`config.mk`:
```
export PLATFORM = sky130hd
export DESIGN_NAME = spi_frame_slave
export DESIGN_NICKNAME = d
export VERILOG_FILES = /design/src/rtl/spi_frame_pkg.sv /design/src/rtl/spi_input_sync.sv /design/src/rtl/spi_frame_slave.sv
export SDC_FILE = /design/constraint.sdc
export NUM_CORES = 1
export LEC_CHECK = 0
export BUFFER_PORTS_ARGS = -buffer_cell sky130_fd_sc_hd__buf_2
export CAP_MARGIN = 15
export CELL_PAD_IN_SITES_DETAIL_PLACEMENT = 1
export CELL_PAD_IN_SITES_GLOBAL_PLACEMENT = 1
export CORE_MARGIN = 2
export CORE_UTILIZATION = 40
export CTS_BUF_LIST = sky130_fd_sc_hd__clkbuf_8
export DETAILED_ROUTE_END_ITERATION = 8
export PLACE_DENSITY_LB_ADDON = 0.1
export SLEW_MARGIN = 15
export SYNTH_ARGS = -nofsm -noshare
export SYNTH_HDL_FRONTEND = slang
export SYNTH_SLANG_ARGS = --single-unit
```
`constraint.sdc`:
```
create_clock -name clock_i -period 2.43 [get_ports clock_i]
set_clock_uncertainty 0.05 [all_clocks]
set_input_delay 0.243 -clock clock_i [delete_from_list [all_inputs] [get_ports clock_i]]
set_output_delay 0.243 -clock clock_i [all_outputs]
set_load 0.005 [all_outputs]
```
`src/rtl/spi_frame_pkg.sv`:
```
`default_nettype none
// +----------------------------------------------------------------------+
// | Module  : spi_frame_pkg                                              |
// | Brief   : Shared types, frame geometry helpers and MISO idle level.  |
// | Revision: 1.0                                                        |
// +----------------------------------------------------------------------+
package spi_frame_pkg;

    typedef enum logic [1:0] {
        ST_IDLE  = 2'd0,
        ST_SHIFT = 2'd1,
        ST_DONE  = 2'd2
    } state_t;

    localparam logic c_MISO_IDLE = 1'b1;

    function automatic int frame_width(input int addr_w, input int data_w);
        return 1 + addr_w + data_w;
    endfunction

    function automatic int rw_bit_pos(input int addr_w, input int data_w);
        return addr_w + data_w;
    endfunction

    function automatic int addr_lsb_pos(input int data_w);
        return data_w;
    endfunction

endpackage
`default_nettype wire

```
`src/rtl/spi_input_sync.sv`:
```
`default_nettype none
// +----------------------------------------------------------------------+
// | Module  : spi_input_sync                                             |
// | Brief   : Multi-flop synchroniser with rise/fall detection.          |
// | Revision: 1.0                                                        |
// +----------------------------------------------------------------------+
module spi_input_sync #(
    parameter int   SYNC_STAGES = 2,
    parameter logic RST_VAL     = 1'b1
) (
    input  logic clk,
    input  logic rst,
    input  logic i_din,
    output logic o_sync,
    output logic o_rise,
    output logic o_fall
);

    logic [SYNC_STAGES-1:0] r_stages;
    logic                   r_prev;

    always_ff @(posedge clk) begin
        if (rst) begin
            r_stages <= {SYNC_STAGES{RST_VAL}};
            r_prev   <= RST_VAL;
        end else begin
            r_stages <= {r_stages[SYNC_STAGES-2:0], i_din};
            r_prev   <= r_stages[SYNC_STAGES-1];
        end
    end

    assign o_sync = r_stages[SYNC_STAGES-1];
    assign o_rise = r_stages[SYNC_STAGES-1] & ~r_prev;
    assign o_fall = ~r_stages[SYNC_STAGES-1] & r_prev;

endmodule
`default_nettype wire

```
`src/rtl/spi_frame_slave.sv`:
```
`default_nettype none
// +----------------------------------------------------------------------+
// | Module  : spi_frame_slave                                            |
// | Brief   : Oversampled mode-3 SPI slave writing an addressed bank.    |
// | Revision: 1.0                                                        |
// +----------------------------------------------------------------------+
module spi_frame_slave
    import spi_frame_pkg::*;
#(
    parameter int ADDR_W      = 3,
    parameter int DATA_W      = 12,
    parameter int NUM_REGS    = 8,
    parameter int SYNC_STAGES = 2
) (
    input  logic                       clock_i,
    input  logic                       reset_i,
    input  logic                       spi_sclk_i,
    input  logic                       spi_ss_i,
    input  logic                       spi_mosi_i,
    output logic                       spi_miso_o,
    output logic [NUM_REGS*DATA_W-1:0] reg_data_o,
    output logic                       wr_strobe_o,
    output logic [ADDR_W-1:0]          wr_addr_o,
    output logic                       frame_err_o
);

    localparam int c_FRAME_W  = frame_width(ADDR_W, DATA_W);
    localparam int c_RW_BIT   = rw_bit_pos(ADDR_W, DATA_W);
    localparam int c_ADDR_LSB = addr_lsb_pos(DATA_W);
    localparam int c_CNT_W    = $clog2(c_FRAME_W + 2);

    localparam logic [c_CNT_W-1:0] c_CNT_FULL = c_CNT_W'(c_FRAME_W);
    localparam logic [c_CNT_W-1:0] c_CNT_SAT  = c_CNT_W'(c_FRAME_W + 1);
    localparam logic [c_CNT_W-1:0] c_CNT_HDR  = c_CNT_W'(ADDR_W);

    logic w_sclk_rise, w_sclk_fall, w_sclk_lvl_unused;
    logic w_ss_rise, w_ss_fall, w_ss_lvl_unused;
    logic w_mosi, w_mosi_rise_unused, w_mosi_fall_unused;

    spi_input_sync #(.SYNC_STAGES(SYNC_STAGES), .RST_VAL(1'b1)) u_sync_sclk (
        .clk(clock_i), .rst(reset_i), .i_din(spi_sclk_i),
        .o_sync(w_sclk_lvl_unused), .o_rise(w_sclk_rise), .o_fall(w_sclk_fall)
    );

    spi_input_sync #(.SYNC_STAGES(SYNC_STAGES), .RST_VAL(1'b1)) u_sync_ss (
        .clk(clock_i), .rst(reset_i), .i_din(spi_ss_i),
        .o_sync(w_ss_lvl_unused), .o_rise(w_ss_rise), .o_fall(w_ss_fall)
    );

    spi_input_sync #(.SYNC_STAGES(SYNC_STAGES), .RST_VAL(1'b1)) u_sync_mosi (
        .clk(clock_i), .rst(reset_i), .i_din(spi_mosi_i),
        .o_sync(w_mosi), .o_rise(w_mosi_rise_unused), .o_fall(w_mosi_fall_unused)
    );

    state_t                r_state;
    logic [c_CNT_W-1:0]    r_cnt;
    logic [c_FRAME_W-1:0]  r_shift;
    logic [DATA_W-1:0]     r_rd_shift;
    logic                  r_rd_active;
    logic                  r_ss_pend;
    logic                  r_miso;
    logic [DATA_W-1:0]     r_regs [NUM_REGS];
    logic                  r_wr_strobe;
    logic [ADDR_W-1:0]     r_wr_addr;
    logic                  r_frame_err;

    logic [c_FRAME_W-1:0]  w_shift_next;
    logic                  w_hdr_rw;
    logic [ADDR_W-1:0]     w_hdr_addr;
    logic [DATA_W-1:0]     w_rd_word;
    logic                  w_rw;
    logic [ADDR_W-1:0]     w_addr;
    logic [DATA_W-1:0]     w_data;
    logic                  w_addr_ok;

    // Header fields are taken from the value being shifted in, so the read
    // word is ready before the first data-phase SCLK fall.
    assign w_shift_next = {r_shift[c_FRAME_W-2:0], w_mosi};
    assign w_hdr_rw     = w_shift_next[ADDR_W];
    assign w_hdr_addr   = w_shift_next[ADDR_W-1:0];

    assign w_rw      = r_shift[c_RW_BIT];
    assign w_addr    = r_shift[c_ADDR_LSB +: ADDR_W];
    assign w_data    = r_shift[DATA_W-1:0];
    assign w_addr_ok = (int'(w_addr) < NUM_REGS);

    // Unimplemented addresses fall through to zero.
    always_comb begin
        w_rd_word = '0;
        for (int i = 0; i < NUM_REGS; i++) begin
            if (w_hdr_addr == ADDR_W'(i)) begin
                w_rd_word = r_regs[i];
            end
        end
    end

    always_ff @(posedge clock_i) begin
        if (reset_i) begin
            r_state     <= ST_IDLE;
            r_cnt       <= '0;
            r_shift     <= '0;
            r_rd_shift  <= '0;
            r_rd_active <= 1'b0;
            r_ss_pend   <= 1'b0;
            r_miso      <= c_MISO_IDLE;
            r_wr_strobe <= 1'b0;
            r_wr_addr   <= '0;
            r_frame_err <= 1'b0;
            for (int i = 0; i < NUM_REGS; i++) begin
                r_regs[i] <= '0;
            end
        end else begin
            r_wr_strobe <= 1'b0;
            r_frame_err <= 1'b0;
            case (r_state)
                ST_IDLE: begin
                    r_miso      <= c_MISO_IDLE;
                    r_rd_active <= 1'b0;
                    if (w_ss_fall || r_ss_pend) begin
                        r_state   <= ST_SHIFT;
                        r_cnt     <= '0;
                        r_shift   <= '0;
                        r_ss_pend <= 1'b0;
                    end
                end
                ST_SHIFT: begin
                    if (w_ss_rise) begin
                        r_state <= ST_DONE;
                    end else begin
                        if (w_sclk_rise) begin
                            r_shift <= w_shift_next;
                            if (r_cnt != c_CNT_SAT) begin
                                r_cnt <= r_cnt + c_CNT_W'(1);
                            end
                            if (r_cnt == c_CNT_HDR && w_hdr_rw) begin
                                r_rd_active <= 1'b1;
                                r_rd_shift  <= w_rd_word;
                            end
                        end
                        if (w_sclk_fall && r_rd_active) begin
                            r_miso     <= r_rd_shift[DATA_W-1];
                            r_rd_shift <= {r_rd_shift[DATA_W-2:0], 1'b0};
                        end
                    end
                end
                ST_DONE: begin
                    r_state     <= ST_IDLE;
                    r_miso      <= c_MISO_IDLE;
                    r_rd_active <= 1'b0;
                    if (w_ss_fall) begin
                        r_ss_pend <= 1'b1;
                    end
                    if (r_cnt != c_CNT_FULL) begin
                        r_frame_err <= 1'b1;
                    end else if (!w_rw) begin
                        if (w_addr_ok) begin
                            for (int i = 0; i < NUM_REGS; i++) begin
                                if (w_addr == ADDR_W'(i)) begin
                                    r_regs[i] <= w_data;
                                end
                            end
                            r_wr_strobe <= 1'b1;
                            r_wr_addr   <= w_addr;
                        end else begin
                            r_frame_err <= 1'b1;
                        end
                    end
                end
                default: r_state <= ST_IDLE;
            endcase
        end
    end

    generate
        for (genvar g = 0; g < NUM_REGS; g++) begin : g_reg_flat
            assign reg_data_o[g*DATA_W +: DATA_W] = r_regs[g];
        end
    endgenerate

    assign spi_miso_o  = r_miso;
    assign wr_strobe_o = r_wr_strobe;
    assign wr_addr_o   = r_wr_addr;
    assign frame_err_o = r_frame_err;

endmodule
`default_nettype wire
```
==> results of run 1 <==
-- power by group --
part           total (mW)  switching (mW)  leakage [nW]  internal [mW]
clock network        2.01           0.901         0.225           1.11
logic               0.296           0.170          1.35          0.126
registers            2.79          0.0586          1.35           2.73
-- cells in the mapped netlist, drive strengths merged (2+ instances only) --
library cell  count
nand4             4
a31oi             3
nand3b            9
and2              2
o21ai            30
mux2i            25
or2              10
or3               3
a2111oi           2
nor3              9
nor4bb            2
edfxtp           96
nor2b             6
buf              17
clkbuf           32
o21bai            2
o2111ai           2
nand3            30
a221oi            7
o221ai            8
nand2b           27
ha                3
o21a              3
xnor2             2
o22ai             9
mux2              9
inv              19
o211ai            2
a211oi            3
and4b             2
nor3b             2
nor2             96
nand2             8
a21oi            24
dfxtp            51
-- registers in the layout (all words and copies together), names as in the netlist --
signal                cells
u_sync_sclk.r_prev        1
wr_addr_o                 3
u_sync_sclk.r_stages      2
r_rd_active               1
r_ss_pend                 1
r_rd_shift               12
u_sync_ss.r_stages        2
r_regs                   96
spi_miso_o                1
r_cnt                     5
u_sync_ss.r_prev          1
r_state                   2
frame_err_o               1
wr_strobe_o               1
r_shift                  16
u_sync_mosi.r_stages      2
-- repair_timing --
item                       in CTS  in global routing
gates resized for setup         0                  0
hold endpoints to repair        3                  0
hold buffers                    3                  0
setup endpoints to repair       0                  0
-- worst max-delay path by stage --
stage | start | end | slack (ns)
after floorplan | r_cnt[3] | r_regs[1][12] | 0.23
after detailed placement | r_state[1] | r_regs[1][17] | 0.17
after CTS | r_state[1] | r_regs[1][17] | 0.13
final | r_state[1] | r_regs[1][17] | 0.17
after global routing | r_cnt[0] | r_rd_shift[8] | 0.02
after global placement | r_state[1] | r_regs[1][15] | 0.24
-- cell usage in the layout (no fill, tap or decap), types with 21 or more instances in the layout --
cell type    n
a21oi_1     24
mux2i_1     25
edfxtp_1    96
dfxtp_1     50
nor2_1      86
nand2b_1    27
buf_4       31
clkbuf_8    21
o21ai_0     29
inv_1       21
buf_2      106
nand3_1     30
-- layer usage --
metal	vias up	share of wire
met2	138	0.49
met1	2439	0.43
met5	-	0
li1	2278	-
met3	26	0.054
met4	0	0.019
-- per-stage QoR --
| stage | setup WS (ns) | cells | hold WS [ns] | power, mW |
|---|---|---|---|---|
| 6_report | 0.1734 | 913 | 0.2983 | 5.102 |
| 5_1_grt | 0.01594 | 913 | 0.2864 | 5.293 |
| 4_1_cts | 0.1347 | 913 | 0.2731 | 5.150 |
| 3_5_place_dp | 0.1725 | 878 | 0.3480 | 3.145 |
| 3_3_place_gp | 0.2379 | 878 | 0.3442 | 3.136 |
| 2_1_floorplan | 0.2320 | 572 | 0.2968 | 2.965 |
-- final cells by class --
| type | count | area (µm²) |
|---|---|---|
| tap | 216 | 270.3 |
| sequential | 147 | 3905 |
| clock buffer | 21 | 289.0 |
| clock inverter | 11 | 132.6 |
| timing repair buffer | 142 | 833.3 |
| multi-input combinational | 357 | 2220 |
| fill | 1767 | 8049 |
| inverter | 19 | 71.32 |
-- kinds of logic (layout without fill, tap and decap cells) --
| family | after synthesis | after routing |
|---|---|---|
| mux | 35 | 35 |
| xor+xnor | 2 | 2 |
| simple gates | 217 | 217 |
| fa+ha+maj | 3 | 3 |
| flops | 147 | 147 |
| compound gates | 100 | 100 |
| buf+inv | 68 | 193 |
-- worst register-to-register path, cell delays in order (launching register included) --
cell and delay [ns]:
dfxtp_1 0.40, nor3b_2 0.28, nand4_4 0.20, or2_4 0.31
or3b_4 0.37, or2b_1 0.21, buf_12 0.15
==> impl_results.md, run 1 <==
- Share of synthesized area spent on multiplexers: 0.05833
- Routability congestion estimate: 0.8143
- Sequential share of the synthesized area: 0.6087
- Total gr overflow: 0
- R2R cell count: 6
- Grt met2 use: 0.3827
- Post-route cell area: 7721 µm²
- Worst relative slew slack: 0.3696
- Met1 Use GR: 0.3080
- I/O pin cnt: 107
- Clk buf depth: 2
- Tmin final: 2.257 ns
- Final Util: 0.4896
- CTS tree: done
- Reg-to-Reg End: r_regs[1][17]
- Status: finished clean
- Initial antenna violation count: 0
- Cell Rows: between 40 and 50
- Post-CTS setup buffers: 0
- Arr. time, crit path: 2.37 ns
- Ys Warns: 0
- Post-synth top area share: 0.4495
- Clock sinks: 147
- Async SR Flop Fraction: 0
- Fin. max-slew vios: 0
- Setup TNS: 0 ns
- Final WL: around 19 mm
- FF-to-FF setup slack: around 0.17 ns
- Yosys top cell by area: edfxtp_1
- Syn_area_per_cell: approximately 11 µm²
- Final nets: around 700
- H-tree Lvls: 4
- Hold Path Stages: 2
- Main combinational cell family by area after synthesis: simple AND/OR/NAND/NOR gates
- Max Freq: 0.4431 GHz
- GR peak layer: met2
- Lkg Pwr: 2.924 nW
- Die ar.: 17,060 µm²
- Syn-to-layout area delta: 20.39%
- Detailed Place HPWL: 14.07 mm
- Crit path cell chain: nor3b_2, nand4_4, or2_4, or3b_4, or2b_1, buf_12
- Final setup vio count: 0
- #FFs+latches synth: 147
- Final hold violation count: 0
- Die X: 130.6 µm
- Adder-cell share of the synthesized area: 0.005853
- CTS Buf Count: 17
- Vias in the first global route: 4,775
- Buffers & Inverters on Critical Path: 1
- Largest net degree at the start of global routing: 42
- XOR/XNOR Fraction of Synth Area: 0.002731
- Max_cap viols: 0
- Die Ht: around 130 µm
- Number of port buffers: 106
- DRC errors left: 0
- Compound-cell area share of the yosys netlist: 0.09852
- WS Path Type: reg -> reg
- Largest fanout on the critical path: 12
- Met3 usage: 0.04723
- Worst Hold Path EP: wr_addr_o[0]
- Distinct cells, synth: 58
- Period utilisation layout: 0.9286
- Main synth FF type: edfxtp_1
- Post-Syn Instances: 572
- Final ANT Viol Nets: 0
- Worst hold path class: in -> reg
- Worst-margin pin slew: 0.9456 ns
- Top Family by Delay on Critical Path: simple AND/OR/NAND/NOR gates
- Core Area: 15,770 µm²
- Worst flop-to-flop path startpoint: r_state[1]
- Mapped cell area: between 6000 and 7000 µm²
- Syn Nets: 580
- Post-Synth Simple-Gate Area: 0.1806
- RSZ-0062 raised after global routing: no
- Skew-Pair Late Insertion Delay: about 0.45 ns
- 1st-iter DRT viols: 349
- Synth area leaders: edfxtp_1 (45%), dfxtp_1 (16%), nor2_1 (5.0%)
- Number of flops mapped to enable cells by yosys: 96
- Routed len/inst: 20.86 µm
- Critical path depth in cells: 6
- Routed via count: 4,881
- Diode count: 0
- Worst Setup End Kind: register
- Data required, critical path: 2.55 ns
- Pwr Density: about 660 nW/µm²
- Min-delay src: reset_i
- Initial Util: 0.4067
- Drt pass-1 iters: 4
- Clock Pin Slew Worst Setup and Hold Paths: 0.08 ns
- Maximum VDD drop: ~0.00033 V
- Startpoint types: register
- First-pass GRT wire length: roughly 29 mm
- Slowest-stage cell, CP: dfxtp_1
- Root Buffer: clkbuf_8
- Dpl cell area: 7269 µm²
- CP peak stage delay: around 0.40 ns
- Fraction of layout cells with a size suffix above 1: 0.2956
- DR vias/cell: 5.346
- Total Routing Usage GR: 0.2319
No activity file was read; power rests on OpenSTA's default activity.
==> inputs of run 2 (changes only) <==
--- a/config.mk
+++ b/config.mk
@@ -7,13 +7,10 @@
 export LEC_CHECK = 0
 export BUFFER_PORTS_ARGS = -buffer_cell sky130_fd_sc_hd__buf_2
 export CAP_MARGIN = 15
-export CELL_PAD_IN_SITES_DETAIL_PLACEMENT = 1
-export CELL_PAD_IN_SITES_GLOBAL_PLACEMENT = 1
 export CORE_MARGIN = 2
 export CORE_UTILIZATION = 40
 export CTS_BUF_LIST = sky130_fd_sc_hd__clkbuf_8
 export DETAILED_ROUTE_END_ITERATION = 8
-export PLACE_DENSITY_LB_ADDON = 0.1
 export SLEW_MARGIN = 15
 export SYNTH_ARGS = -nofsm -noshare
 export SYNTH_HDL_FRONTEND = slang
==> impl_results.md, run 2 (synthesis results as in run 1) <==
- First-pass GRT wire length: roughly 27 mm
- Worst hold path class: in -> reg
- Final ANT Viol Nets: 0
- Total gr overflow: 0
- Worst-margin pin slew: 0.6836 ns
- Total power draw: 5.252 mW
- R2R cell count: 6
- Initial Util: 0.4067
- Total Routing Usage GR: 0.2129
- Routed len/inst: approximately 19 µm
- Number of port buffers: 106
- Fraction of layout cells with a size suffix above 1: 0.2994
- Diode count: 0
- Clock Pin Slew Worst Setup and Hold Paths: 0.08 ns
- CTS tree: done
- Largest net degree at the start of global routing: 41
- Cell Rows: 46
- Max reg flops: 96
- Hold Path Stages: 2
- Clock sinks: 147
- Routed via count: 4,894
- Worst relative slew slack: 0.5443
- H-tree Lvls: 4
- Syn-to-layout area delta: 21.01%
- RSZ-0062 raised after global routing: no
- Commonest non-fill, non-tap cell in the layout: buf_2
- CP peak stage delay: 0.40 ns
- Most frequent cells in the layout: buf_2 (106), edfxtp_1 (96), nor2_1 (86)
- Die Ht: between 100 and 150 µm
- CTS Buf Count: 17
- Final setup vio count: 0
- Initial antenna violation count: 0
- Status: finished clean
- Largest fanout on the critical path: 9
- Max_cap viols: 0
- Lkg Pwr: 2.942 nW
- Worst Setup End Kind: register
- Final nets: 693
- Skew-Pair Late Insertion Delay: 0.45 ns
- Fin. max-slew vios: 0
- Clk buf depth: 2
- Tmin final: 2.244 ns
- Data required, critical path: 2.54 ns
- Root Buffer: clkbuf_8
- Setup TNS: 0 ns
- Final hold violation count: 0
- Maximum VDD drop: between 0.0003 and 0.0004 V
- 1st-iter DRT viols: 487
- Drt pass-1 iters: 5
- Arr. time, crit path: ~2.4 ns
- Routability congestion estimate: 0.8407
- Final WL: 17.36 mm
- I/O pin cnt: 107
- Period utilisation layout: 0.9234
- Crit path cell chain: nor3b_2, nand4_4, or2_4, or3b_4, or2b_1, buf_12
- Startpoint types: register
- Detailed Place HPWL: ~13 mm
- Max Freq: 0.4457 GHz
- DRC errors left: 0
- Slowest-stage cell, CP: dfxtp_1
- Core Area: 15,770 µm²
- Pwr Density: 676.7 nW/µm²
- WS Path Type: reg -> reg
- Vias in the first global route: approximately 4,700
- Top flop regs: r_regs x96, r_shift x16, r_rd_shift x12
- Die ar.: 17,060 µm²
- DR vias/cell: 5.354
- Top reg by flops: r_regs
- Die X: between 100 and 150 µm
run 2: cell types whose count changed in the layout (fill, tap and decap cells not counted):
| cell | delta |
|---|---|
| clkbuf_8 | +2 |
| clkinv_4 | +1 |
| dfxtp_1 | -1 |
| clkinvlp_4 | -1 |
| dfxtp_2 | +1 |
| buf_12 | -1 |
| bufinv_16 | +1 |
| buf_4 | +2 |
| inv_1 | -1 |
| clkinv_2 | -1 |
| inv_4 | -1 |
run 2: per-layer routing:
metal / global-route usage / wire length [µm] / vias to the layer above
met5: 0 / 0 / -
li1: - / - / 2268
met2: 0.3370 / 8140 / 242
met4: 0.09512 / 455 / 0
met3: 0.04642 / 1315 / 32
met1: 0.2828 / 7448 / 2352
run 2: timing repair:
item | in CTS | in global routing
hold endpoints to repair | 3 | 0
gates resized for setup | 0 | 0
hold buffers | 3 | 0
buffers inserted | 0 | 0
run 2: report_power, final:
group          total [mW]  switching [mW]  internal (mW)
Clock                2.17           0.890           1.28
Combinational       0.285           0.158          0.127
Sequential           2.80          0.0628           2.73
Total                5.25            1.11           4.14
run 2: path summary, 6_finish.rpt:
path	slack, ns	endpoint	startpoint
setup / recovery	0.19	r_regs[1][17]	r_state[1]
hold / removal	0.29	r_rd_active	reset_i
setup reg to reg	0.19	r_regs[1][17]	r_state[1]
hold reg to reg	0.36	u_sync_ss.r_stages[1]	u_sync_ss.r_stages[0]
run 2: critical path: cells and delay by family (launching register included):
kind          cells  cell delay (ns)
buf+inv           1             0.17
flops             1             0.40
simple gates      5             1.34
run 2: area by class of cell:
cell class                 instances  area, µm²
clock buffer                      23      316.6
timing repair buffer             143      828.3
inverter                          19      71.32
tap                              216      270.3
sequential                       147       3906
fill                            1505       8009
multi-input combinational        357       2220
clock inverter                     9      148.9
run 2: per-stage QoR:
| step | util | cells | hold slack (ns) | cell area, µm² | setup WS (ns) |
|---|---|---|---|---|---|
| floorplan | - | 572 | 0.2968 | 6414 | 0.2320 |
| global route | 0.4921 | 914 | 0.2930 | 7761 | 0.1015 |
| finish | 0.4921 | 914 | 0.2945 | 7761 | 0.1862 |
| detailed placement | 0.4607 | 879 | 0.3432 | 7266 | 0.2218 |
| global placement | 0.4607 | 879 | 0.3449 | 7266 | 0.2721 |
| CTS | 0.4921 | 914 | 0.2720 | 7761 | 0.1888 |
==> inputs of run 3 (changes only) <==
--- a/config.mk
+++ b/config.mk
@@ -7,10 +7,14 @@
 export LEC_CHECK = 0
 export BUFFER_PORTS_ARGS = -buffer_cell sky130_fd_sc_hd__buf_2
 export CAP_MARGIN = 15
+export CELL_PAD_IN_SITES_DETAIL_PLACEMENT = 0
+export CELL_PAD_IN_SITES_GLOBAL_PLACEMENT = 1
 export CORE_MARGIN = 2
 export CORE_UTILIZATION = 40
 export CTS_BUF_LIST = sky130_fd_sc_hd__clkbuf_8
+export CTS_CLUSTER_SIZE = 24
 export DETAILED_ROUTE_END_ITERATION = 8
+export PLACE_DENSITY_LB_ADDON = 0.1
 export SLEW_MARGIN = 15
 export SYNTH_ARGS = -nofsm -noshare
 export SYNTH_HDL_FRONTEND = slang
==> impl_results.md, run 3 (synthesis results as in run 1) <==
- CTS tree: done
- Initial Util: 0.4067
- Clk buf depth: 2
- Total gr overflow: 0
- Final nets: 692
- Data required, critical path: 2.54 ns
- Setup TNS: 0 ns
- Min-delay src: reset_i
- 1st-iter DRT viols: about 330
- Fin. max-slew vios: 0
- Routed len/inst: 19.97 µm
- DR vias/cell: 5.279
- Tmin final: 2.248 ns
- CTS Buf Count: 17
- Number of port buffers: 106
- Worst flop-to-flop path startpoint: r_state[1]
- Arr. time, crit path: around 2.4 ns
- RSZ-0062 raised after global routing: no
- Fin cells: 912
- Largest fanout on the critical path: 12
- Drt pass-1 iters: 5
- DRC errors left: 0
- First-pass GRT wire length: 27.26 mm
- Most frequent cells in the layout: buf_2 (106), edfxtp_1 (96), nor2_1 (86)
- Max Freq: 0.4449 GHz
- Diode count: 0
- Area of the multi-input gates: roughly 2200 µm²
- Max reg flops: 96
- Top reg by flops: r_regs
- Root Buffer: clkbuf_8
- Clock sinks: around 150
- Fill cells: 1,485
- Setup WS pre-CTS: 0.2219 ns
- Die ar.: around 17,000 µm²
- Skew-Pair Late Insertion Delay: 0.44 ns
- Period utilisation layout: 0.9250
- Max_cap viols: 0
- Post-CTS resize count: 0
- Die Ht: 130.6 µm
- Worst Setup End Kind: register
- Pwr Density: slightly above 600 nW/µm²
- Largest net degree at the start of global routing: 42
- Worst-margin pin slew: slightly above 1 ns
- Fraction of layout cells with a size suffix above 1: 0.2845
- Maximum VDD drop: about 0.00033 V
- Startpoint types: register
- I/O pin cnt: 107
- Post-CTS setup buffers: 0
- WS Path Type: reg -> reg
- Initial antenna violation count: 0
- Hold_buf cts: 3
- Routability congestion estimate: 0.8143
- Detailed Place HPWL: approximately 13 mm
- FF-to-FF setup slack: between 0.15 and 0.2 ns
- Vias in the first global route: 4,572
- Cell Rows: 46
- Total power draw: 4.719 mW
- Final hold violation count: 0
- Seq. cell area: 3905 µm²
- Syn-to-layout area delta: 18.81%
- Clock Pin Slew Worst Setup and Hold Paths: 0.08 ns
- Commonest non-fill, non-tap cell in the layout: buf_2
- Total Routing Usage GR: 0.2203
- Final ANT Viol Nets: 0
- Core Area: between 15,000 and 20,000 µm²
- Worst relative slew slack: 0.3237
- Worst hold path class: in -> reg
- Routed via count: 4,814
- Top flop regs: r_regs x96, r_shift x16, r_rd_shift x12
- Die X: 130.6 µm
- Final WL: between 15 and 20 mm
- Status: finished clean
- Lkg Pwr: around 2.9 nW
- Dpl cells: around 880
- Final setup vio count: 0
- Critical path origin: r_state[1]
- PnR worst setup slack: 0.1823 ns
- H-tree Lvls: 4
## run 3: worst paths after layout
check,cells past startpoint,to
setup / recovery,6,r_regs[1][20]
hold / removal,2,wr_addr_o[0]
setup reg to reg,6,r_regs[1][20]
hold reg to reg,1,u_sync_sclk.r_stages[1]
## run 3: final cells by class
| class | count | share of cell area |
|---|---|---|
| sequential | 147 | 0.5125 |
| timing repair buffer | 142 | 0.1094 |
| tap | 216 | 0.03547 |
| multi-input combinational | 357 | 0.2913 |
| inverter | 19 | 0.009360 |
| clock buffer | 17 | 0.03071 |
| clock inverter | 14 | 0.01133 |
## run 3: metrics by stage
stage               area [µm²]  hold WS, ns    util
global placement          7269       0.3442  0.4610
CTS                       7620       0.2724  0.4832
detailed placement        7269       0.3494  0.4610
finish                    7620       0.3060  0.4832
global route              7620       0.3120  0.4832
floorplan                 6414       0.2968       -
## run 3: critical path, cell delays in order, from the launching register on
cell and delay (ns):
dfxtp_1 0.40, nor3b_2 0.28, nand4_4 0.20, or2_4 0.31, or3b_4 0.37, or2b_1 0.20, buf_12 0.15
## run 3: power breakdown
group	internal [mW]	switching [mW]	total [mW]
clock network	0.762	0.874	1.64
logic	0.126	0.167	0.293
registers	2.73	0.0569	2.79
total	3.62	1.10	4.72
## run 3: metal layers
metal | vias up | part of all wire | global-route usage | wire length (µm)
met3 | 24 | 0.053 | 0.04275 | 963
met5 | - | 0 | 0 | 0
met2 | 156 | 0.48 | 0.3529 | 8695
met1 | 2363 | 0.45 | 0.3027 | 8208
li1 | 2271 | - | - | -
met4 | 0 | 0.019 | 0.07384 | 343
